## src/rtl/fifo_router_pkg.sv

```systemverilog
// Shared types and default widths for the fifo drain router.
package fifo_router_pkg;

  localparam int unsigned DEF_DATA_W    = 8;
  localparam int unsigned DEF_SRC_W     = 2;
  localparam int unsigned DEF_DST_W     = 2;
  localparam int unsigned DEF_NUM_PORTS = 4;
  localparam int unsigned DEF_CNT_W     = 8;

  typedef enum logic [1:0] {
    ST_IDLE  = 2'd0,
    ST_FETCH = 2'd1,
    ST_SEND  = 2'd2
  } state_e;

  typedef struct packed {
    logic [DEF_SRC_W-1:0]  src;
    logic [DEF_DST_W-1:0]  dst;
    logic [DEF_DATA_W-1:0] data;
  } entry_t;

endpackage

```

## src/rtl/fifo_drain_router_sat_counter.sv

```systemverilog
// Saturating up-counter with synchronous clear; clear beats increment.
module sat_counter #(
  parameter int unsigned W = 8
) (
  input  logic         clk,
  input  logic         rstn,
  input  logic         inc,
  input  logic         clr,
  output logic [W-1:0] cnt
);

  always_ff @(posedge clk or negedge rstn) begin
    if (!rstn) begin
      cnt <= '0;
    end else if (clr) begin
      cnt <= '0;
    end else if (inc && (cnt != {W{1'b1}})) begin
      cnt <= cnt + W'(1);
    end
  end

endmodule

```

## src/rtl/fifo_drain_router.sv

```systemverilog
// Drains the upstream fifo and steers each entry to the port named by its dst.
// Optional per-port forward counters and stats clear under `ROUTER_STATS_EN.
module fifo_drain_router #(
  parameter int unsigned DATA_W    = fifo_router_pkg::DEF_DATA_W,
  parameter int unsigned SRC_W     = fifo_router_pkg::DEF_SRC_W,
  parameter int unsigned DST_W     = fifo_router_pkg::DEF_DST_W,
  parameter int unsigned NUM_PORTS = fifo_router_pkg::DEF_NUM_PORTS,
  parameter int unsigned CNT_W     = fifo_router_pkg::DEF_CNT_W
) (
  input  logic                       clk,
  input  logic                       rstn,
  input  logic                       fifo_emptyp,
  output logic                       fifo_readp,
  input  logic [SRC_W-1:0]           fifo_src,
  input  logic [DST_W-1:0]           fifo_dst,
  input  logic [DATA_W-1:0]          fifo_data,
  output logic [NUM_PORTS-1:0]       out_valid,
  input  logic [NUM_PORTS-1:0]       out_ready,
  output logic [SRC_W-1:0]           out_src,
  output logic [DATA_W-1:0]          out_data,
  output logic [CNT_W-1:0]           drop_cnt,
  output logic                       busy
`ifdef ROUTER_STATS_EN
  ,
  input  logic                       stats_clr,
  output logic [NUM_PORTS*CNT_W-1:0] fwd_cnt
`endif
);

  import fifo_router_pkg::*;

  localparam logic [1:0] IDLE  = 2'(ST_IDLE);
  localparam logic [1:0] FETCH = 2'(ST_FETCH);
  localparam logic [1:0] SEND  = 2'(ST_SEND);

  logic [1:0]           state, state_nxt;
  logic [NUM_PORTS-1:0] valid_nxt;
  logic [SRC_W-1:0]     src_nxt;
  logic [DATA_W-1:0]    data_nxt;
  logic                 busy_nxt;
  logic                 drop_inc;
  logic                 hs;
  logic                 in_range;
  logic                 cnt_clr;

  assign hs       = |(out_valid & out_ready);
  assign in_range = 32'(fifo_dst) < NUM_PORTS;

  // State and registered outputs
  always_ff @(posedge clk or negedge rstn) begin
    if (!rstn) begin
      state     <= IDLE;
      out_valid <= '0;
      out_src   <= '0;
      out_data  <= '0;
      busy      <= 1'b0;
    end else begin
      state     <= state_nxt;
      out_valid <= valid_nxt;
      out_src   <= src_nxt;
      out_data  <= data_nxt;
      busy      <= busy_nxt;
    end
  end

  // Next state, pop strobe and next output values
  always_comb begin
    state_nxt  = state;
    fifo_readp = 1'b0;
    valid_nxt  = out_valid;
    src_nxt    = out_src;
    data_nxt   = out_data;
    drop_inc   = 1'b0;
    case (state)
      IDLE: begin
        if (!fifo_emptyp) begin
          fifo_readp = 1'b1;
          state_nxt  = FETCH;
        end
      end
      FETCH: begin
        src_nxt  = fifo_src;
        data_nxt = fifo_data;
        if (in_range) begin
          valid_nxt = NUM_PORTS'(1) << fifo_dst;
          state_nxt = SEND;
        end else begin
          drop_inc = 1'b1;
          if (!fifo_emptyp) begin
            fifo_readp = 1'b1;
          end else begin
            state_nxt = IDLE;
          end
        end
      end
      SEND: begin
        // Only the addressed port's ready matters: out_valid is one-hot
        if (hs) begin
          valid_nxt = '0;
          if (!fifo_emptyp) begin
            fifo_readp = 1'b1;
            state_nxt  = FETCH;
          end else begin
            state_nxt = IDLE;
          end
        end
      end
      default: begin
        state_nxt = IDLE;
        valid_nxt = '0;
      end
    endcase
    busy_nxt = (state_nxt != IDLE);
  end

`ifdef ROUTER_STATS_EN
  assign cnt_clr = stats_clr;

  for (genvar i = 0; i < int'(NUM_PORTS); i++) begin : g_fwd
    sat_counter #(.W(CNT_W)) u_fwd_cnt (
      .clk  (clk),
      .rstn (rstn),
      .inc  (out_valid[i] & out_ready[i]),
      .clr  (cnt_clr),
      .cnt  (fwd_cnt[i*CNT_W +: CNT_W])
    );
  end
`else
  assign cnt_clr = 1'b0;
`endif

  sat_counter #(.W(CNT_W)) u_drop_cnt (
    .clk  (clk),
    .rstn (rstn),
    .inc  (drop_inc),
    .clr  (cnt_clr),
    .cnt  (drop_cnt)
  );

endmodule
```

## config.mk

```make
export PLATFORM = sky130hd
export DESIGN_NAME = fifo_drain_router
export DESIGN_NICKNAME = d
export VERILOG_FILES = /design/src/rtl/fifo_router_pkg.sv /design/src/rtl/fifo_drain_router_sat_counter.sv /design/src/rtl/fifo_drain_router.sv
export SDC_FILE = /design/constraint.sdc
export NUM_CORES = 1
export LEC_CHECK = 0
export ABC_AREA = 1
export ABC_CLOCK_PERIOD_IN_PS = 960
export CORE_MARGIN = 3
export CORE_UTILIZATION = 33
export CTS_BUF_LIST = sky130_fd_sc_hd__clkbuf_16
export CTS_CLUSTER_SIZE = 14
export DETAILED_ROUTE_END_ITERATION = 10
export PLACE_DENSITY = 0.69
export SETUP_SLACK_MARGIN = 0.15
export SLEW_MARGIN = 20
export SYNTH_ARGS = -nofsm -noshare
export SYNTH_HDL_FRONTEND = slang
export SYNTH_SLANG_ARGS = --single-unit
```

## constraint.sdc

```tcl
create_clock -name clk -period 0.96 [get_ports clk]
set_input_delay 0.192 -clock clk [delete_from_list [all_inputs] [get_ports clk]]
set_output_delay 0.192 -clock clk [all_outputs]
set_load 0.05 [all_outputs]
```

==> impl.org <==
** Status
- The run finished, with violations left.
- Failing checks :: negative setup slack

** Routing
- Routed Antenna Nets :: 0
- DRC violations left :: 0
- The first routing iteration left 2 violations.
- Via density per instance :: 4.371
- The routed design has 2.221 mm of wire.
- In the final routed layout, each cell accounts on average for 12.48 um.
- Number of iterations in the first detailed-routing pass :: 4
- The routed layout has 778 vias.

** Clocking
- Clock slew at reported path FFs :: 0.05 ns
- TritonCTS built the clock tree.
- Sinks on the clock net :: 17
- Longest Clk Path Bufs :: 2
- Buffers inserted to repair hold after CTS numbered 0.
- CTS built an H-tree with a depth of 1.
- The later pin in the worst-skew pair is clocked with a latency of 0.24 ns.
- In this run the clock root is driven by a clkbuf_16.
- Clock tree synthesis inserted a total of 3 buffers.

** Global route
- Antenna violations before repair :: 0
- Maximum number of pins on one net before global-route repair :: 18
- Via count of the first global-routing pass :: 758
- After global routing the overflow that remains totals 0.
- The first global-routing pass estimated 3.105 mm of wire.
- Aggregate global-route resource usage :: 14.84%

** Yosys
- The portion of synthesized area spent on multiplexers is 0%.
- Fraction of the mapped netlist area in adder cells :: 0%
- Synthesis inferred 17 register bits.
- Synthesized-area fraction occupied by xor and xnor cells :: 0%
- Post-synthesis simple-gate area fraction :: 29.92%
- Main combinational cell family by area after synthesis :: simple AND/OR/NAND/NOR gates
- In this run the mean area of a mapped cell was 8.456 um2.
- Of the synthesized area, sequential elements account for 55.28%.
- Complex-gate fraction of the synthesized area :: 1.138%
- The cell area that synthesis handed to floorplanning was 769.5 um2.
- Counting distinct cell types in the post-synthesis netlist gives 11.
- Cells after Synth :: 91
- Synth warn :: 0

** Floorplan
- Row generation in the floorplan step produced 16 rows.
- I/O pin cnt :: 43
- The floorplan step defined a die boundary enclosing 2947 um2.
- Die Height :: 54.29 um
- Initial core utilization :: 36.96%
- The die is 54.29 um wide.
- Core region area :: 2082 um2

** Worst setup path
- The worst setup path is of the flip-flop to primary output kind.
- The slowest stage of the critical path belongs to the cell dfrtp_2.
- For the worst setup path, the data required time is 0.77 ns.
- STA puts the critical path data arrival time at 1.24 ns.
- STA classifies the critical path endpoint as a primary output.
- Largest fanout on the critical path :: 2
- Count of buffer and inverter cells on the critical path :: 2
- Delay of the slowest critical-path stage :: 0.41 ns
- Cell mode on critical path :: nand2_2
- Setup slack of the worst register-to-register path :: -0.43 ns
- Cell-by-cell listing of the critical path :: nand2_2 > nand2_2 > nor2_4 > nand2_2 > nand2_2 > inv_2 > buf_12
- Type of origin of the critical path :: flip-flop
- The cell family contributing the most delay on the critical path is simple AND/OR/NAND/NOR gates.

** Layout
- # diodes :: 0
- Measured on the finished design, the core utilization comes to 81.49%.
- After filler insertion, the fill cell instance count of the layout stands at 135.
- Across the whole layout, storage elements account for 431.7 um2.
- Fraction of layout instances using a drive strength above 1 :: 58.94%
- From synthesis to final layout, the design area changed by 120.5%.
- The net count of the finished layout is 171.
- Final non-filler cell area :: 1697 um2
- Multi-input combinational cell area :: 391.6 um2

** STA
- The number of pins with negative max-slew slack in the final report was 0.
- Setup violations remaining at the end of the flow were counted as 33.
- Hold Worst Slack :: 0.2795 ns
- The clock arrives with 0.002404 ns of skew.
- Subtracting the final worst setup slack from the clock period gives 1.431 ns.
- Final WS setup :: -0.4714 ns
- Setup repair after global routing could not meet its margin everywhere.
- Final critical-path share of the clock period :: 149.1%
- Static timing analysis puts the maximum clock frequency at 698.6 MHz.
- Hold Fails Final Rpt :: 0

** Pwr
- The clock network is responsible for 11.7% of the overall power.
- Leakage power :: 0.0008367 uW
- Total power per unit cell area :: 4101 nW/um2
- Tot Pwr :: 6958 uW
- Power Internal :: 3956 uW
- Summed over all nets, the switching power comes to 3002 uW.
- In this run, flip-flops and latches consume 20.8% of the power.
- Combinational logic burns 67.5% of the power.
- Net switching is 43.14% of the power.
- IR Drop Worst-Case VDD :: 0.002661 V

** Placed design
- During placement, the flow inserted port buffers numbering 34.
- Cell area reported after detailed placement :: 1359 um2
- Weighted congestion reported at the end of routability-driven placement :: 0.6768
- Estimated wirelength of the detail-placed design :: 1.447 mm

** Worst hold path
- In this run the worst hold path is classified as input pin to asynchronous set/reset pin.

** Run
- Number of max-capacitance violations reported :: 0
[synthesized netlist by cell type]
cell type	n	area [um2]
dfrtp_1	17	425.4
inv_2	2	7.510
buf_6	1	11.26
nand2_1	43	161.4
nand3_1	10	50.05
conb_1	1	3.750
inv_1	4	15.01
nor2_4	1	11.26
o21ai_2	1	8.760
nor2_1	2	7.510
buf_4	9	67.56
[state kept, by name, indices dropped and copies added (netlist names)]
name,flops
busy,1
state,2
out_valid,4
out_data,8
out_src,2
[power groups by stage]
| stage | Sequential, uW | Combinational (uW) | Clock, uW |
|---|---|---|---|
| 2_1_floorplan | 2380 | 799 | 0 |
| 3_3_place_gp | 1400 | 3720 | 0 |
| 3_5_place_dp | 1410 | 3780 | 0 |
| 4_1_cts | 1400 | 4150 | 829 |
| 5_1_grt | 1490 | 4930 | 879 |
| 6_report | 1450 | 4700 | 814 |
[area by class of cell]
type,count,area share [%]
Clock inverter,1,0.2950
Timing Repair inverter,1,0.3687
Multi-Input combinational cell,65,23.08
Timing Repair Buffer,58,42.77
Sequential cell,17,25.44
Clock buffer,3,4.425
Inverter,6,1.622
Tap cell,27,1.991
[cell usage in the layout, fill, tap and decap left out, types with 4 or more instances in the layout]
cell             netlist  final
clkdlybuf4s50_1        0     17
nand3_1               10      4
buf_12                 0     17
nand2_2                0     25
nand3_2                0      5
buf_6                  1      8
conb_1                 1      8
buf_4                  9     15
dfrtp_1               17     12
dfrtp_2                0      5
nand2_1               43     17
[through the flow]
stage | worst slack [ns] | TNS, ns | cells
after global routing | -0.5269 | -6.040 | 178
after floorplan | -0.4010 | -1.083 | 98
after CTS | -0.4768 | -3.411 | 171
after global placement | -0.4126 | -2.313 | 161
final | -0.4714 | -4.677 | 178
after detailed placement | -0.4582 | -2.550 | 161
[what timing repair did]
item / 4_1_cts / 5_1_grt
pin swaps: 8 / 13
gates cloned: 0 / 2
buffers inserted: 6 / 5
gates resized for setup: 18 / 35
setup endpoints to repair: 33 / 33
[worst register-to-register path: cells and delay by family (launching register included)]
family | cells | cell delay [ns]
compound gates | 1 | 0.18
buf+inv | 4 | 0.41
flops | 1 | 0.41
simple gates | 4 | 0.30
[layer usage]
metal	track usage (%)	part of all wire (%)
met1	15.00	34
met2	27.69	56
met3	5.450	9.2
met4	4.979	0.50
met5	0	0
[kinds of logic (layout without fill, tap and decap cells)]
group,after synthesis,in the layout
compound gates,1,1
simple gates,56,56
buf+inv,16,69
flops,17,17
other cells,1,8
[worst paths after layout]
kind / startpoint / endpoint / cells after the start
min in group clk: fifo_data[0] / out_data[0] / 3
max in group asynchronous: rstn / out_valid[3] / 2
min: rstn / out_data[2] / 2
max reg2reg: out_valid[1] / out_valid[3] / 9
max: out_valid[3] / fifo_readp / 7
min reg2reg: out_data[6] / out_data[6] / 2
(Power assumes the default switching activity.)
